### config.mk
export PLATFORM = sky130hd
export DESIGN_NAME = down_counter_flat
export DESIGN_NICKNAME = d
export VERILOG_FILES = /design/src/rtl/down_counter_if.sv /design/src/rtl/down_counter.sv /design/src/flat_wrapper.sv
export SDC_FILE = /design/constraint.sdc
export NUM_CORES = 1
export LEC_CHECK = 0
export CAP_MARGIN = 30
export CORE_MARGIN = 4
export CORE_UTILIZATION = 23
export DETAILED_ROUTE_END_ITERATION = 6
export PLACE_DENSITY = 0.56
export RECOVER_POWER = 25
export SLEW_MARGIN = 20
export SYNTH_ARGS = -nofsm -noshare
export SYNTH_HDL_FRONTEND = slang
export SYNTH_SLANG_ARGS = --single-unit
export TNS_END_PERCENT = 1
### constraint.sdc
create_clock -name Clock -period 1.8 [get_ports Clock]
set_input_delay 0.54 -clock Clock [delete_from_list [all_inputs] [get_ports Clock]]
set_output_delay 0.54 -clock Clock [all_outputs]
set_load 0.02 [all_outputs]
### src/rtl/down_counter_if.sv
// down_counter bus: load/enable controls in, count and status out.
// Master drives controls, the counter is the slave.
interface down_counter_if #(
  parameter int WIDTH = 8
);
  logic             Load;
  logic [WIDTH-1:0] LoadValue;
  logic             Enable;
  logic [WIDTH-1:0] Q;
  logic             Busy;
  logic             Zero;
  logic             Done;

  modport master (
    output Load,
    output LoadValue,
    output Enable,
    input  Q,
    input  Busy,
    input  Zero,
    input  Done
  );

  modport slave (
    input  Load,
    input  LoadValue,
    input  Enable,
    output Q,
    output Busy,
    output Zero,
    output Done
  );
endinterface

### src/rtl/down_counter.sv
// Loadable, enable-gated down counter/timer with one-cycle Done
// strobe at terminal count and optional auto-reload.
module down_counter #(
  parameter int WIDTH       = 8,
  parameter int AUTO_RELOAD = 0
) (
  input  logic          Clock,
  input  logic          Reset,
  down_counter_if.slave bus
);

  localparam logic [0:0] IDLE = 1'b0;
  localparam logic [0:0] RUN  = 1'b1;

  localparam logic [WIDTH-1:0] ONE  = WIDTH'(1);
  localparam logic [WIDTH-1:0] NULL = '0;

  logic [WIDTH-1:0] q_q, q_d;
  logic [WIDTH-1:0] reload_q, reload_d;
  logic [0:0]       state_q, state_d;
  logic             done_q, done_d;

  logic load_w;
  logic step_w;

  assign load_w = bus.Load;
  assign step_w = !bus.Load && (state_q == RUN)
                && bus.Enable;

  always_comb begin
    q_d      = q_q;
    reload_d = reload_q;
    state_d  = state_q;
    done_d   = 1'b0;
    unique case (1'b1)
      load_w: begin
        reload_d = bus.LoadValue;
        q_d      = bus.LoadValue;
        state_d  = (bus.LoadValue != NULL) ? RUN
                                           : IDLE;
      end
      step_w: begin
        if (q_q == ONE) begin
          done_d = 1'b1;
          if (AUTO_RELOAD != 0) begin
            q_d     = reload_q;
            state_d = RUN;
          end else begin
            q_d     = NULL;
            state_d = IDLE;
          end
        end else begin
          q_d = q_q - ONE;
        end
      end
      default: ;
    endcase
  end

  always_ff @(posedge Clock) begin
    if (Reset) begin
      q_q      <= NULL;
      reload_q <= NULL;
      state_q  <= IDLE;
      done_q   <= 1'b0;
    end else begin
      q_q      <= q_d;
      reload_q <= reload_d;
      state_q  <= state_d;
      done_q   <= done_d;
    end
  end

  assign bus.Q    = q_q;
  assign bus.Busy = (state_q == RUN);
  assign bus.Zero = (q_q == NULL);
  assign bus.Done = done_q;

  a_reset: assert property (
    @(posedge Clock)
    Reset |=> q_q == NULL && !done_q
          && state_q == IDLE);

  a_hold: assert property (
    @(posedge Clock) disable iff (Reset)
    state_q == RUN && !bus.Load && !bus.Enable
      |=> q_q == $past(q_q));

  a_count: assert property (
    @(posedge Clock) disable iff (Reset)
    state_q == RUN && !bus.Load && bus.Enable
      && q_q > ONE
      |=> q_q == $past(q_q) - ONE);

  // A reload value of 1 legitimately strobes Done every cycle
  a_done: assert property (
    @(posedge Clock) disable iff (Reset)
    done_q && !step_w |=> !done_q);

  a_idle: assert property (
    @(posedge Clock) disable iff (Reset)
    state_q == IDLE && !bus.Load
      |=> q_q == NULL);

endmodule

### src/flat_wrapper.sv
// flat-port wrapper written by rule: the top's interface ports become plain ports
module down_counter_flat 
#(
  parameter int WIDTH       = 8,
  parameter int AUTO_RELOAD = 0
)
  (Clock, Reset, bus_Load, bus_LoadValue, bus_Enable, bus_Q, bus_Busy, bus_Zero, bus_Done);
  down_counter_if #(.WIDTH(WIDTH)) bus_i ();
  input  logic Clock;
  input  logic Reset;
  input wire logic [$bits(bus_i.Load)-1:0] bus_Load;
  input wire logic [$bits(bus_i.LoadValue)-1:0] bus_LoadValue;
  input wire logic [$bits(bus_i.Enable)-1:0] bus_Enable;
  output wire logic [$bits(bus_i.Q)-1:0] bus_Q;
  output wire logic [$bits(bus_i.Busy)-1:0] bus_Busy;
  output wire logic [$bits(bus_i.Zero)-1:0] bus_Zero;
  output wire logic [$bits(bus_i.Done)-1:0] bus_Done;
  assign bus_i.Load = bus_Load;
  assign bus_i.LoadValue = bus_LoadValue;
  assign bus_i.Enable = bus_Enable;
  assign bus_Q = bus_i.Q;
  assign bus_Busy = bus_i.Busy;
  assign bus_Zero = bus_i.Zero;
  assign bus_Done = bus_i.Done;
  down_counter #(.WIDTH(WIDTH), .AUTO_RELOAD(AUTO_RELOAD)) u_core (.Clock(Clock), .Reset(Reset), .bus(bus_i));
endmodule
Word level (Yosys, flattened, before mapping)

Index checks and enable logic that the tools add are counted.

Add/subtract/negate cells: 1
Muxes and demuxes: 6
Bitwise logic cells: 1
Eq/ne operators: 2
Reductions and logical operators: 8

Operator list:

| operator                                            | number |
|---|---|
| one-hot mux 8 bit (2 select lines)                  | 1 |
| equality test 8 x 1 -> 1 bit, second input constant | 1 |
| zero test 8 bit                                     | 1 |
| two-way mux 8 bit                                   | 1 |
| nonzero test 8 bit                                  | 1 |
| subtractor 8 x 1 -> 8 bit, second input constant    | 1 |
| two-way mux 1 bit                                   | 3 |
| logical AND 1 bit                                   | 2 |
| inequality test 2 bit, second input constant        | 1 |
| one-hot mux 1 bit (2 select lines)                  | 1 |
| AND reduction 2 bit                                 | 1 |
| nonzero test 2 bit                                  | 1 |
| OR reduction 2 bit                                  | 1 |
| zero test 1 bit                                     | 1 |
| inverter 1 bit                                      | 1 |

Word-level logic and storage cells: 21
Flip-flop bits (word level): 10
Output and inout bits: 11
Input port bits: 12

Depth between registers and ports, before layout

Depth in word-level cells: 5
Mapped depth: 6
Mapped depth without buffers: 6

Least setup slack after synthesis

Ideal clock, no wire load.

Path kind: register to output
From: register u_core.q_q[0] (netlist: u_core.bus.Q[0])
To: output bus_Zero
Path slack: -314 ps
Buffers on the path: 0
Required time: 1,260 ps
Cell stages (with the launch flop): 6
Data arrival time: 1,574 ps
Path through: dfxtp_1 inv_1 ha_1 nor3b_1 nand2_1 nor3_1

Word-level cells in the longest chain between the ends: 1

Ends and longest elaborated chain:

| item                   | RTL line           | text |
|---|---|---|
| from (decl)            | down_counter.sv:18 | `logic [WIDTH-1:0] q_q, q_d;` |
| from (signal assigned) | down_counter.sv:67 | `q_q <= q_d;` |
| zero test 8 bit        | down_counter.sv:76 | `assign bus.Zero = (q_q == NULL);` |
| to (decl)              | flat_wrapper.sv:16 | `output wire logic [$bits(bus_i.Zero)-1:0] bus_Zero;` |

No other way between the ends.

Worst setup path in the final report

Same ends and word-level chain as after synthesis.

==> qor.txt <==
Synth Instances: 76
R2R depth: 7
Nets: 137
TNS Setup: -0.1117 ns
Dpl hpwl: 1623 um
Sequential fraction of the synthesis area: 30.48%
Avg Vias per Cell: 4.849
Metal2 WL: 955 um
Pint: 456.6 uW
Fraction of final layout cells sized beyond drive strength 1: 33.06%
CP startpoint kind: register
Largest net degree at the start of global routing: 13
Number of global-route vias before repair: 705
Worst path max stage delay: 0.32 ns
Worst slew margin: 69.89%
Starting density of the core: 24.03%
Layout Cells excl Fill: 152
Placed Cells incl. Taps: 148
Seq pwr share: 37.1%
Pre-antenna DRT Iters: 4
Tmin final: 1.912 ns
Top routing layer used: met4
Worst Hold Path Cells: 2
WP depth: 6
Global-route wire length before repair: 3153 um
ANT nets after route: 0
Diode count: 0
Initial DRC Count: 6
WL met3: 90 um
RePlAce Congestion: 0.8221
Final instance area: 1132 um^2
Die height: 61.44 um
Initial antenna violation count: 0
Die area: 3775 um^2
Worst setup margin: -0.1117 ns
Worst-Skew Late Latency: 0.27 ns
I/O Pins: 23
Syn. warnings: 0
Switching power: 225.2 uW
Maximum vdd ir drop: 0.0003028 V
RSZ-0062 raised after global routing: yes
# clock sinks: 10
DRC: 0
Distinct cell type count after synthesis: 34
DR WL/cell: 13.06 um
FMAX: 523.1 MHz
Clk slew on worst S/H paths: 0.06 ns
Endpoints failing setup: 1
Input/output buffers: 22
Overall Power: 681.8 uW
Avg Synthesized Cell Area: 8.643 um^2
Number of synthesized register bits: 10
Root buffer selected by CTS: clkbuf_4
Crit Path Category: reg2out
Hold Path Class: reg2reg
CP cell instances: inv_2, ha_4, nor3b_4, nand2_2, nor3_4, buf_6
CP top delay family: simple AND/OR/NAND/NOR gates
Worst Path Arrival: 1.37 ns
Area of the core: 2734 um^2
CP endpoint kind: primary output
Leak: 0.0004804 uW
Syn nets: 90
Slew Viols, Final: 0
Sw frac: 33.03%
Post-CTS Hold Buffers: 0
Fin. Hold Viols: 0
Crit path buffers/inverters: 2
CP required: 1.26 ns
Violated checks: setup timing
Outcome: finished with violations
Area growth, synth to finish: 72.38%
Tightest Pin Transition: 0.4483 ns
Mapped Area: 656.9 um^2
Via count: 737
DP Area: 1081 um^2
MaxCap Viol Count: 0
Clock share of power: 23.1%
Crit path max fanout: 2
CTS tree: done
Top cell type's share of synthesized area: 30.48%
CTS Buf Count: 3
Cell Rows: 19
Comb pwr share: 39.9%
Area contributors post-synth: dfxtp_1 30%, a21oi_1 7.6%, ha_1 3.8%
Clock Tree Buf Depth: 2
Period utilisation layout: 106.2%
H-tree depth: 1
Metal-1 WL: 900 um
P per Cell Area: 602.1 nW/um^2
Clock Skews: 0.0002939 ns
Die W: 61.44 um
Minimum hold slack: 0.6122 ns
All-Layer GR Usage: 11.58%
CP max stage cell: dfxtp_2
Drt total wl: 1985 um
Cell taking the most area after synthesis: dfxtp_1
GR Overflow Total: 0
[state kept, by name, summed over array words and instances, names as in the netlist]
register	flops
u_core.bus.Busy	1
u_core.bus.Q	8
u_core.bus.Done	1
[path summary, 6_finish.rpt]
path,slack (ns),start,end
setup / recovery,-0.11,u_core.bus.Q[0]$_SDFFE_PP0P_,bus_Zero
hold / removal,0.61,u_core.bus.Q[7]$_SDFFE_PP0P_,u_core.bus.Q[7]$_SDFFE_PP0P_
setup reg to reg,0.22,u_core.bus.Q[1]$_SDFFE_PP0P_,u_core.bus.Q[3]$_SDFFE_PP0P_
hold reg to reg,0.61,u_core.bus.Q[7]$_SDFFE_PP0P_,u_core.bus.Q[7]$_SDFFE_PP0P_
[final cells by class]
cell class,count,area (um^2)
Timing Repair Buffer,45,385.4
Multi-Input combinational cell,57,461.7
Sequential cell,10,201.4
Tap cell,31,38.79
Inverter,6,22.52
Fill cell,295,1602
Clock buffer,3,22.52
[worst reg2reg max path, stage by stage, from the launching register on]
cell and delay [ns]:
dfxtp_1 0.34, inv_2 0.06, buf_4 0.12, ha_1 0.16
nor3b_2 0.19, a2111oi_2 0.37, nor3b_1 0.08, nor3_1 0.17
[cells in the final DEF (no fill, tap or decap), drive strengths merged]
cell type and n:
nor2b 3, nand2 3, a2111oi 1, dlygate4sd3 1
a2bb2oi 2, nand3b 1, dlygate4sd2 7, a221oi 1
clkdlybuf4s50 12, dfxtp 10, nand3 4, a21oi 10
buf 24, a211o 1, nor3b 3, nor3 5
a21boi 1, nand4bb 1, nor2 3, o2bb2ai 2
clkdlybuf4s15 1, o211a 1, and3b 1, ha 2
a21o 1, o2bb2a 1, o21ai 3, a211oi 1
a311oi 1, xor2 1, clkbuf 3, inv 6
nor4 2, or4 2
[synth_stat cells, drive strengths merged]
cell type and number:
a2111oi 1, a211o 1, a211oi 1, a21boi 1, a21o 1, a21oi 10, a221oi 1, a2bb2oi 2
a311oi 1, and3b 1, buf 3, dfxtp 10, ha 2, inv 6, nand2 3, nand3 4
nand3b 1, nand4bb 1, nor2 3, nor2b 3, nor3 5, nor3b 3, nor4 2, o211a 1
o21ai 3, o2bb2a 1, o2bb2ai 2, or4 2, xor2 1
[power by group through the flow]
| stage | clock network [uW] | registers (uW) | logic (uW) |
|---|---|---|---|
| 6_report | 157 | 253 | 272 |
| 2_1_floorplan | 0 | 288 | 95.4 |
| 3_3_place_gp | 0 | 256 | 263 |
| 5_1_grt | 172 | 255 | 293 |
| 3_5_place_dp | 0 | 256 | 265 |
| 4_1_cts | 161 | 252 | 262 |
[routing by layer]
metal  track usage, %  up-vias
met3            2.725        5
met2            18.43       17
met5                0        -
li1                 -      375
met4            5.455        0
met1            14.73      340
[stage by stage]
stage          util (%)  setup slack (ns)
2_1_floorplan         -           0.01671
3_3_place_gp      39.54           -0.2561
3_5_place_dp      39.54           -0.3374
4_1_cts           40.46           -0.1571
5_1_grt           41.42           -0.1540
6_report          41.42           -0.1117
[logic make-up after synthesis]
family | after synthesis | synth area share, %
simple gates | 28 | 28.00
compound gates | 26 | 30.48
flops | 10 | 30.48
buf+inv | 9 | 5.904
fa+ha+maj | 2 | 3.809
xor+xnor | 1 | 1.334
[timing repair]
action                                  CTS  global route
setup buffers                             0             1
pin swaps                                 1             1
endpoints found under the setup margin    9             3
hold endpoints to repair                  0             0
resized for setup                        17             6
(Power assumes the default switching activity.)
